===== config.mk =====
export PLATFORM = sky130hd
export DESIGN_NAME = sargantana_icache_refill_flat
export DESIGN_NICKNAME = d
export VERILOG_FILES = /design/src/rtl/sargantana_icache_pkg.sv /design/src/rtl/sargantana_icache_refill_if.sv /design/src/rtl/sargantana_icache_victim_sel.sv /design/src/rtl/sargantana_icache_refill.sv /design/src/flat_wrapper.sv
export SDC_FILE = /design/constraint.sdc
export NUM_CORES = 1
export LEC_CHECK = 0
export ABC_CLOCK_PERIOD_IN_PS = 3300
export CAP_MARGIN = 20
export CORE_AREA = 2 2 300 302
export CTS_CLUSTER_DIAMETER = 100
export DETAILED_ROUTE_END_ITERATION = 12
export DIE_AREA = 0 0 302 304
export MAX_ROUTING_LAYER = met4
export SETUP_SLACK_MARGIN = 0.02
export SYNTH_ARGS = -nofsm -noshare
export SYNTH_HDL_FRONTEND = slang
export SYNTH_SLANG_ARGS = --single-unit
export TNS_END_PERCENT = 1

===== constraint.sdc =====
create_clock -name clk_i -period 3.3 [get_ports clk_i]
set_input_delay 0.66 -clock clk_i [delete_from_list [all_inputs] [get_ports clk_i]]
set_output_delay 0.66 -clock clk_i [all_outputs]
set_load 0.05 [all_outputs]

===== src/rtl/sargantana_icache_pkg.sv =====
// Shared icache constants and types.
// Holds the geometry of the instruction cache (ways, line size, set and tag
// widths) plus the refill FSM state encoding and optional L2 bundle structs.
package sargantana_icache_pkg;

  localparam int unsigned ICACHE_PADDR_WIDTH = 40;
  localparam int unsigned ICACHE_N_WAY       = 4;
  localparam int unsigned WAY_WIDHT          = 512;
  localparam int unsigned L2_BEAT_WIDTH      = 128;

  // Byte offset inside a line and set index width (64 sets of 64-byte lines).
  localparam int unsigned ICACHE_LINE_OFFSET = $clog2(WAY_WIDHT / 8);
  localparam int unsigned ICACHE_IDX_WIDTH   = 6;
  localparam int unsigned ICACHE_TAG_WIDTH   =
    ICACHE_PADDR_WIDTH - ICACHE_IDX_WIDTH - ICACHE_LINE_OFFSET;

  typedef enum logic [2:0] {
    IDLE    = 3'd0,
    REQ     = 3'd1,
    COLLECT = 3'd2,
    DRAIN   = 3'd3,
    DONE    = 3'd4
  } refill_state_t;

  typedef struct packed {
    logic                          valid;
    logic [ICACHE_PADDR_WIDTH-1:0] addr;
  } icache_l2_req_t;

  typedef struct packed {
    logic                     valid;
    logic [L2_BEAT_WIDTH-1:0] data;
    logic                     error;
  } icache_l2_resp_t;

  // One-hot of the lowest clear bit; zero when every bit is set.
  function automatic logic [ICACHE_N_WAY-1:0] first_invalid_onehot(
    input logic [ICACHE_N_WAY-1:0] valid
  );
    return ~valid & (valid + 1'b1);
  endfunction

endpackage


===== src/rtl/sargantana_icache_refill_if.sv =====
// L2 line request / beat response channel between the icache refill stage
// and the L2.
// Signal names are from the refill side: *_o driven by refill, *_i by L2.
//   req_valid_o/req_ready_i/req_addr_o    : line request handshake
//   resp_valid_i/resp_data_i/resp_error_i : response beats, no backpressure
interface sargantana_icache_refill_if
  import sargantana_icache_pkg::*;
#(
  parameter int unsigned PADDR_WIDTH = ICACHE_PADDR_WIDTH,
  parameter int unsigned BEAT_WIDTH  = L2_BEAT_WIDTH
);

  logic                   req_valid_o;
  logic                   req_ready_i;
  logic [PADDR_WIDTH-1:0] req_addr_o;
  logic                   resp_valid_i;
  logic [BEAT_WIDTH-1:0]  resp_data_i;
  logic                   resp_error_i;

  modport master (
    output req_valid_o,
    output req_addr_o,
    input  req_ready_i,
    input  resp_valid_i,
    input  resp_data_i,
    input  resp_error_i
  );

  modport slave (
    input  req_valid_o,
    input  req_addr_o,
    output req_ready_i,
    output resp_valid_i,
    output resp_data_i,
    output resp_error_i
  );

endinterface


===== src/rtl/sargantana_icache_victim_sel.sv =====
// Victim way selection for icache refills.
// Picks the lowest-index invalid way; when the set is full it falls back to a
// round-robin pointer, which advances only when a fill actually consumed it.
// Ports:
//   clk_i, rst_i     : clock, synchronous active-high reset
//   way_valid_bits_i : valid bits of the indexed set
//   advance_i        : a fill that used the round-robin choice completed
//   victim_o         : one-hot victim way
//   use_rr_o         : victim_o came from the round-robin pointer
module sargantana_icache_victim_sel
  import sargantana_icache_pkg::*;
(
  input  logic                    clk_i,
  input  logic                    rst_i,
  input  logic [ICACHE_N_WAY-1:0] way_valid_bits_i,
  input  logic                    advance_i,
  output logic [ICACHE_N_WAY-1:0] victim_o,
  output logic                    use_rr_o
);

  localparam int unsigned PTR_W = (ICACHE_N_WAY > 1) ? $clog2(ICACHE_N_WAY) : 1;
  localparam logic [PTR_W-1:0] PTR_LAST = PTR_W'(ICACHE_N_WAY - 1);
  localparam logic [ICACHE_N_WAY-1:0] ONE = ICACHE_N_WAY'(1);

  logic [PTR_W-1:0] rr_ptr;

  always_ff @(posedge clk_i) begin
    if (rst_i) begin
      rr_ptr <= '0;
    end else if (advance_i) begin
      rr_ptr <= (rr_ptr == PTR_LAST) ? '0 : rr_ptr + 1'b1;
    end
  end

  always_comb begin
    use_rr_o = &way_valid_bits_i;
    victim_o = use_rr_o ? (ONE << rr_ptr) : first_invalid_onehot(way_valid_bits_i);
  end

endmodule


===== src/rtl/sargantana_icache_refill.sv =====
// Icache miss/refill stage.
// On an accepted miss it issues one line request to L2, assembles the beats
// into a full line and presents it with tag, set index and victim way for the
// tag/data checker to write. A flush while a request is outstanding drains
// the remaining beats without filling.
// Ports:
//   clk_i, rst_i        : clock, synchronous active-high reset
//   miss_i, miss_paddr_i, way_valid_bits_i : lookup miss and its context
//   flush_i             : kill the current refill
//   l2                  : L2 request/response channel (master side)
//   ifill_data_o        : assembled line, beat 0 at the LSBs
//   fill_valid_o        : one-cycle write strobe for the arrays
//   fill_way_o/fill_tag_o/fill_idx_o : where the line goes
//   fill_error_o        : one-cycle pulse, line had a bus error, no fill
//   busy_o              : refill in progress
module sargantana_icache_refill
  import sargantana_icache_pkg::*;
#(
  parameter int unsigned PADDR_WIDTH = ICACHE_PADDR_WIDTH,
  parameter int unsigned BEAT_WIDTH  = L2_BEAT_WIDTH,
  parameter int unsigned LINE_WIDTH  = WAY_WIDHT
) (
  input  logic                        clk_i,
  input  logic                        rst_i,
  input  logic                        miss_i,
  input  logic [PADDR_WIDTH-1:0]      miss_paddr_i,
  input  logic [ICACHE_N_WAY-1:0]     way_valid_bits_i,
  input  logic                        flush_i,
  sargantana_icache_refill_if.master  l2,
  output logic [LINE_WIDTH-1:0]       ifill_data_o,
  output logic                        fill_valid_o,
  output logic [ICACHE_N_WAY-1:0]     fill_way_o,
  output logic [ICACHE_TAG_WIDTH-1:0] fill_tag_o,
  output logic [ICACHE_IDX_WIDTH-1:0] fill_idx_o,
  output logic                        fill_error_o,
  output logic                        busy_o
);

  localparam int unsigned N_BEATS  = LINE_WIDTH / BEAT_WIDTH;
  localparam int unsigned CNT_W    = (N_BEATS > 1) ? $clog2(N_BEATS) : 1;
  localparam int unsigned OFFSET_W = $clog2(LINE_WIDTH / 8);
  localparam logic [CNT_W-1:0] LAST_BEAT = CNT_W'(N_BEATS - 1);

  refill_state_t state, state_d;

  logic [CNT_W-1:0]        cnt;
  logic                    err;
  logic                    use_rr_q;
  logic [PADDR_WIDTH-1:0]  req_addr_q;
  logic [ICACHE_N_WAY-1:0] victim;
  logic                    victim_use_rr;
  logic                    advance_rr;
  logic                    accept_miss;

  // Offset bits only matter for the critical-word position, which this
  // stage does not use: the request is always for the whole line.
  logic unused_offset;
  assign unused_offset = ^miss_paddr_i[OFFSET_W-1:0];

  assign accept_miss = (state == IDLE) && miss_i && !flush_i;

  sargantana_icache_victim_sel u_victim_sel (
    .clk_i            (clk_i),
    .rst_i            (rst_i),
    .way_valid_bits_i (way_valid_bits_i),
    .advance_i        (advance_rr),
    .victim_o         (victim),
    .use_rr_o         (victim_use_rr)
  );

  always_ff @(posedge clk_i) begin
    if (rst_i) begin
      state <= IDLE;
    end else begin
      state <= state_d;
    end
  end

  always_comb begin
    state_d        = state;
    advance_rr     = 1'b0;
    fill_valid_o   = 1'b0;
    fill_error_o   = 1'b0;
    l2.req_valid_o = 1'b0;
    case (state)
      IDLE: begin
        if (accept_miss) state_d = REQ;
      end
      REQ: begin
        l2.req_valid_o = 1'b1;
        // Once the handshake happens the beats are owed to us, so a flush
        // in that same cycle must still drain them.
        if (l2.req_ready_i) state_d = flush_i ? DRAIN : COLLECT;
        else if (flush_i)   state_d = IDLE;
      end
      COLLECT: begin
        if (l2.resp_valid_i && (cnt == LAST_BEAT)) state_d = flush_i ? IDLE : DONE;
        else if (flush_i)                          state_d = DRAIN;
      end
      DRAIN: begin
        if (l2.resp_valid_i && (cnt == LAST_BEAT)) state_d = IDLE;
      end
      DONE: begin
        fill_valid_o = !err;
        fill_error_o = err;
        advance_rr   = !err && use_rr_q;
        state_d      = IDLE;
      end
      default: state_d = IDLE;
    endcase
  end

  always_ff @(posedge clk_i) begin
    if (rst_i) begin
      cnt          <= '0;
      err          <= 1'b0;
      use_rr_q     <= 1'b0;
      req_addr_q   <= '0;
      ifill_data_o <= '0;
      fill_way_o   <= '0;
      fill_tag_o   <= '0;
      fill_idx_o   <= '0;
    end else begin
      case (state)
        IDLE: begin
          if (accept_miss) begin
            req_addr_q <= {miss_paddr_i[PADDR_WIDTH-1:OFFSET_W], {OFFSET_W{1'b0}}};
            fill_tag_o <= miss_paddr_i[OFFSET_W+ICACHE_IDX_WIDTH +: ICACHE_TAG_WIDTH];
            fill_idx_o <= miss_paddr_i[OFFSET_W +: ICACHE_IDX_WIDTH];
            fill_way_o <= victim;
            use_rr_q   <= victim_use_rr;
          end
        end
        REQ: begin
          if (l2.req_ready_i) begin
            cnt <= '0;
            err <= 1'b0;
          end
        end
        COLLECT: begin
          if (l2.resp_valid_i) begin
            ifill_data_o[cnt*BEAT_WIDTH +: BEAT_WIDTH] <= l2.resp_data_i;
            err <= err | l2.resp_error_i;
            cnt <= cnt + 1'b1;
          end
        end
        DRAIN: begin
          if (l2.resp_valid_i) cnt <= cnt + 1'b1;
        end
        default: ;
      endcase
    end
  end

  assign l2.req_addr_o = req_addr_q;
  assign busy_o        = (state != IDLE);

endmodule

===== src/flat_wrapper.sv =====
// flat-port wrapper written by rule: the top's interface ports become plain ports
module sargantana_icache_refill_flat import sargantana_icache_pkg::*;
#(
  parameter int unsigned PADDR_WIDTH = ICACHE_PADDR_WIDTH,
  parameter int unsigned BEAT_WIDTH  = L2_BEAT_WIDTH,
  parameter int unsigned LINE_WIDTH  = WAY_WIDHT
)
  (clk_i, rst_i, miss_i, miss_paddr_i, way_valid_bits_i, flush_i, ifill_data_o, fill_valid_o, fill_way_o, fill_tag_o, fill_idx_o, fill_error_o, busy_o, l2_req_valid_o, l2_req_addr_o, l2_req_ready_i, l2_resp_valid_i, l2_resp_data_i, l2_resp_error_i);
  sargantana_icache_refill_if #(.PADDR_WIDTH(PADDR_WIDTH), .BEAT_WIDTH(BEAT_WIDTH)) l2_i ();
  input  logic clk_i;
  input  logic rst_i;
  input  logic miss_i;
  input  logic [PADDR_WIDTH-1:0] miss_paddr_i;
  input  logic [ICACHE_N_WAY-1:0] way_valid_bits_i;
  input  logic flush_i;
  output logic [LINE_WIDTH-1:0] ifill_data_o;
  output logic fill_valid_o;
  output logic [ICACHE_N_WAY-1:0] fill_way_o;
  output logic [ICACHE_TAG_WIDTH-1:0] fill_tag_o;
  output logic [ICACHE_IDX_WIDTH-1:0] fill_idx_o;
  output logic fill_error_o;
  output logic busy_o;
  output wire logic [$bits(l2_i.req_valid_o)-1:0] l2_req_valid_o;
  output wire logic [$bits(l2_i.req_addr_o)-1:0] l2_req_addr_o;
  input wire logic [$bits(l2_i.req_ready_i)-1:0] l2_req_ready_i;
  input wire logic [$bits(l2_i.resp_valid_i)-1:0] l2_resp_valid_i;
  input wire logic [$bits(l2_i.resp_data_i)-1:0] l2_resp_data_i;
  input wire logic [$bits(l2_i.resp_error_i)-1:0] l2_resp_error_i;
  assign l2_req_valid_o = l2_i.req_valid_o;
  assign l2_req_addr_o = l2_i.req_addr_o;
  assign l2_i.req_ready_i = l2_req_ready_i;
  assign l2_i.resp_valid_i = l2_resp_valid_i;
  assign l2_i.resp_data_i = l2_resp_data_i;
  assign l2_i.resp_error_i = l2_resp_error_i;
  sargantana_icache_refill #(.PADDR_WIDTH(PADDR_WIDTH), .BEAT_WIDTH(BEAT_WIDTH), .LINE_WIDTH(LINE_WIDTH)) u_core (.clk_i(clk_i), .rst_i(rst_i), .miss_i(miss_i), .miss_paddr_i(miss_paddr_i), .way_valid_bits_i(way_valid_bits_i), .flush_i(flush_i), .l2(l2_i), .ifill_data_o(ifill_data_o), .fill_valid_o(fill_valid_o), .fill_way_o(fill_way_o), .fill_tag_o(fill_tag_o), .fill_idx_o(fill_idx_o), .fill_error_o(fill_error_o), .busy_o(busy_o));
endmodule

### Yosys cells after proc, flatten, opt, wreduce, memory -nomap -nowiden

Index checks and enable logic that the tools add are counted.

* logic and storage cells: 72
* output and inout bits: 594
* input bits: 179
* register bits after elaboration: 593

* shift-type cells: 3
* equal/unequal tests: 13
* muxes and demuxes: 22
* bitwise operators: 3
* reduce and logical (&&, ||, !) cells: 17
* add/sub/neg operators: 4

Operator list (count)
* bitwise mux 512 bit: 1
* variable shift 128 x 34 -> 512 bit, first input constant: 1
* variable part select 128 x 34 -> 512 bit: 1
* negation 9 -> 34 bit: 1
* two-way mux 3 bit: 7
* one-hot mux 3 bit (4 select lines): 1
* AND reduction 4 bit: 2
* two-way mux 1 bit: 7
* equality test 3 x 2 -> 1 bit, second input constant: 2
* two-way mux 2 bit: 3
* inequality test 2 x 1 -> 1 bit, second input constant: 3
* AND reduction 3 bit: 2
* adder 2 x 1 -> 2 bit, second input constant: 2
* adder 4 x 1 -> 4 bit, second input constant: 1
* AND 4 bit: 1
* equality test 2 bit, second input constant: 2
* logical AND 1 bit: 4
* two-way mux 4 bit: 1
* inequality test 2 bit, second input constant: 2
* NOT 4 bit: 1
* one-hot mux 2 bit (2 select lines): 1
* AND reduction 2 bit: 2
* nonzero test 2 bit: 2
* left shift 1 x 2 -> 4 bit, first input constant: 1
* other kinds (10): 11

### Depth between registers and ports, before layout

* word-level depth: 5
* mapped depth: 7
* mapped depth without buffers: 6

### Hierarchy

A second synthesis with hierarchy kept.

* cell total of the unflattened synthesis: 2575
* area, all modules: 21012.7 µm²

By module, submodules not included
* sargantana_icache_refill: sequential area each 11150.7 µm², times used 1, cells each 2551, area each 20828.7 µm²
* sargantana_icache_victim_sel: sequential area each 40.0 µm², times used 1, cells each 24, area each 183.9 µm²

### Least setup slack after synthesis

No wires, ideal clock.

* kind: register to output
* from: reg u_core.state[1]
* to: out fill_error_o
* arrival time: 2.035 ns
* stages on the path, launching flop included: 3
* path buffers: 1
* slack: 0.605 ns
* required time: 2.640 ns
* cells stage by stage: dfxtp_1 -> clkbuf_1 -> nor4bb_1

* longest elaborated chain between the ends: 2

RTL lines
* start: declaration: line sargantana_icache_refill.sv:44 `refill_state_t state, state_d;`
* start signal: assignment: line sargantana_icache_refill.sv:75 `state <= state_d;`
* equality test 3 bit: line sargantana_icache_refill.sv:85 `case (state)`
* two-way mux 1 bit: line sargantana_icache_refill.sv:85
* end: declaration: line flat_wrapper.sv:21 `output logic fill_error_o;`

No other way between the ends.

### Worst setup path after layout

* from: reg u_core.state[2]
* to: out fill_valid_o

* longest elaborated chain between the ends: 2

RTL lines
* equality test 3 bit: line sargantana_icache_refill.sv:85
* two-way mux 1 bit: line sargantana_icache_refill.sv:85
* end: declaration: line flat_wrapper.sv:17 `output logic fill_valid_o;`

No other way between the ends.

==> results <==
==> path summary, 6_finish.rpt <==
path	start	end	slack, ns	depth (start not counted)
setup / recovery	u_core.state[2]	fill_valid_o	0.27	2
hold / removal	u_core.ifill_data_o[233]	u_core.ifill_data_o[233]	0.45	2
setup reg to reg	u_core.cnt[0]	u_core.ifill_data_o[309]	0.62	7
hold reg to reg	u_core.ifill_data_o[233]	u_core.ifill_data_o[233]	0.45	2
==> critical path, delay by kind of cell (launching register included) <==
family | cells | cell delay, ns
buffers and inverters | 1 | 0.90
DFF | 1 | 0.49
and+or+nand+nor | 1 | 0.38
==> per-stage QoR <==
step / instances / hold WS (ns)
finish: 4413 / 0.448
floorplan: 2570 / 0.450
global route: 4412 / 0.460
global placement: 4290 / 0.437
CTS: 4411 / 0.450
detailed placement: 4290 / 0.443
==> Yosys cell counts <==
cell type,count
nand2_1,593
dfxtp_1,559
a21oi_1,553
nand3_1,515
clkbuf_1,130
buf_4,64
buf_2,56
buf_6,24
ha_1,10
buf_1,8
nor2_1,7
and2_1,5
inv_1,5
nor3b_1,4
a22oi_1,2
and3_1,2
mux2i_1,2
nand2b_1,2
nand4_1,2
nor3_1,2
nor4bb_1,2
a2111oi_0,1
a211oi_1,1
a311oi_1,1
and3b_1,1
and4bb_2,1
conb_1,1
mux2_2,1
nand3b_1,1
nand4b_1,1
nor2_2,1
nor2b_1,1
nor4_1,1
nor4b_2,1
o2111ai_1,1
o31ai_1,1
or2_1,1
or3_1,1
or3_4,1
==> state kept, by name, summed over array words and instances, names as in the netlist, 2 cells and up <==
register / count
u_core.fill_way_o: 4
u_core.cnt: 2
u_core.ifill_data_o: 512
u_core.u_victim_sel.rr_ptr: 2
u_core.state: 3
u_core.fill_tag_o: 28
u_core.fill_idx_o: 5
==> kinds of logic (layout without fill, tap and decap cells) <==
logic type	count (synthesis)	in the layout	share of synthesized area (%)
adder cells (fa/ha/maj)	10	10	0.602
flip-flops	559	559	53.8
AND/OR/NAND/NOR	1145	1145	24.3
AO/OA/AOI/OAI	560	560	13.6
multiplexers	3	3	0.150
other	1	8	0.0180
buffers and inverters	287	952	7.54
==> layout by cell type, fill, tap and decap left out, types with 3 or more instances in the layout <==
cell type,instances
clkdlybuf4s50_1,759
bufinv_16,5
ha_1,10
nand3_1,515
nor3b_2,3
conb_1,6
inv_1,5
clkbuf_1,18
a21oi_1,553
buf_4,34
nor2_1,7
and2_4,4
nand2_4,4
nand2_1,589
buf_12,32
clkbuf_16,71
dfxtp_1,559
clkbuf_8,15
clkinv_2,7
==> power groups by stage <==
stage               Combinational, mW  Clock, mW  Sequential (mW)
finish                           1.97       7.69             6.95
global route                     2.07       8.10             6.96
CTS                              1.99       7.86             6.95
detailed placement               1.98          0             7.10
global placement                 1.98          0             7.10
floorplan                       0.761          0             7.44
==> cell type report <==
class                           instances  area, um2
Timing Repair Buffer                  826       8510
Tap cell                             1176       1470
Fill cell                            9248      57500
Clock inverter                         17        233
Antenna cell                            2       5.00
Inverter                                5       18.8
Sequential cell                       559      11200
Multi-Input combinational cell       1724       8120
Clock buffer                          104       2050
==> metal layers <==
layer | vias up | wire length [um] | global-route usage, %
met1 | 10077 | 38000 | 23.5
met4 | 0 | 2870 | 7.07
met2 | 854 | 43200 | 31.5
li1 | 9874 | - | -
met3 | 154 | 7990 | 5.92
met5 | - | 0 | -
==> results.yml <==
outcome:
  status: "finished clean"
worst_setup_path:
  crit_path_start_kind: "flop"
  cp_slowest_cell: "clkdlybuf4s50_1"
  crit_path_end_kind: "output port"
  crit_type: "reg -> out"
  cp_data_required_time_ns: 2.64
  crit_chain: "nor4b_2 -> clkdlybuf4s50_1"
  critPathMaxStageDelay_ns: 0.90
  worst-path-max-fanout: 11
  critPathArrivalTime_ns: 2.37
floorplan:
  ios: 773
  die_x_um: 302
  coreArea_um2: 89000
  die_h_um: 304
  die_area_um2: 91800
  rows: 110
  start_util_pct: 23.4
clock_tree:
  cts.htree.levels: 3
  cts_tree: "done"
  clkSinkCount: 559
  hold_buffers: 0
  clockBufferDepth: 3
  post_cts_buffers: 0
  cts-buffers-inserted: 66
  path_clk_slew_ns: 0.06
  insertion_delay_ns: 0.61
  cts_root_buf: "clkbuf_16"
  post_cts_resized: 0
timing:
  slew_violations: 0
  min_period_ns: 3.03
  finalSetupViolCount: 0
  fmax_ghz: 0.330
  fin_crit_sh_pct: 91.8
  slew_headroom_pct: 40.7
  final.setup.tns_ns: 0
  finalWorstSetupSlack_ns: 0.271
  rsz0062_at_grt: "no"
  finClkSkew_ns: 0.0190
  hold_viol: 0
  tightestPinTransition_ns: 0.886
synthesis:
  yosys_warnings: 0
  synth_top_area_share_pct: 53.8
  synth_top_area_cell: "dfxtp_1"
  syn_inst: 2565
  syn_area_per_cell_um2: 8.11
  synth_seq_area_share_pct: 53.8
  synth_area_um2: 20800
  ys_top_cells_by_area: "dfxtp_1, a21oi_1, nand3_1"
  synth.distinct_cells: 39
  ys_ff_latch: 559
global_route:
  grt_overflow_total: 0
  grt_first_pass_wirelength_um: 134000
  grt_max_degree: 91
  antenna_found_initial: 3
  grt_pass1_vias: 20370
  track_usage_pct: 19.7
power_and_ir_drop:
  ir_drop_v: 0.000409
  power_frac_clock_pct: 46.3
  intPower_mw: 12.2
  swShare_pct: 26.7
  p_total_mw: 16.6
  p_leak_nw: 10.1
  p_sw_mw: 4.44
  seqPwrFrac_pct: 41.8
  combPwrFrac_pct: 11.9
  p_per_area_nw_per_um2: 526
placed_design:
  port_buffers: 760
  dp_hpwl_um: 62300
  place.gp.congestion: 0.850
  dp_slack_ns: 0.515
  dpl_cell_area_um2: 29300
min_path:
  hp-class: "reg -> reg"
drt:
  antenna_left: 0
  drt_iter0_drc: 1260
  drt_pass1_iterations: 5
  vias_per_cell: 4.75
  dr_total_vias: 20959
  post-route-drc-count: 0
  wl_per_cell_um: 20.8
  routed_wl_um: 92000
job:
  drv_cap: 0
final_layout:
  area_delta_synth_final_pct: 51.9
  final_util_pct: 35.5
  drive_above_1_share_pct: 5.78
  final_area_um2: 31600
  layout.nets: 3371
Power figures use the tool's default switching activity.
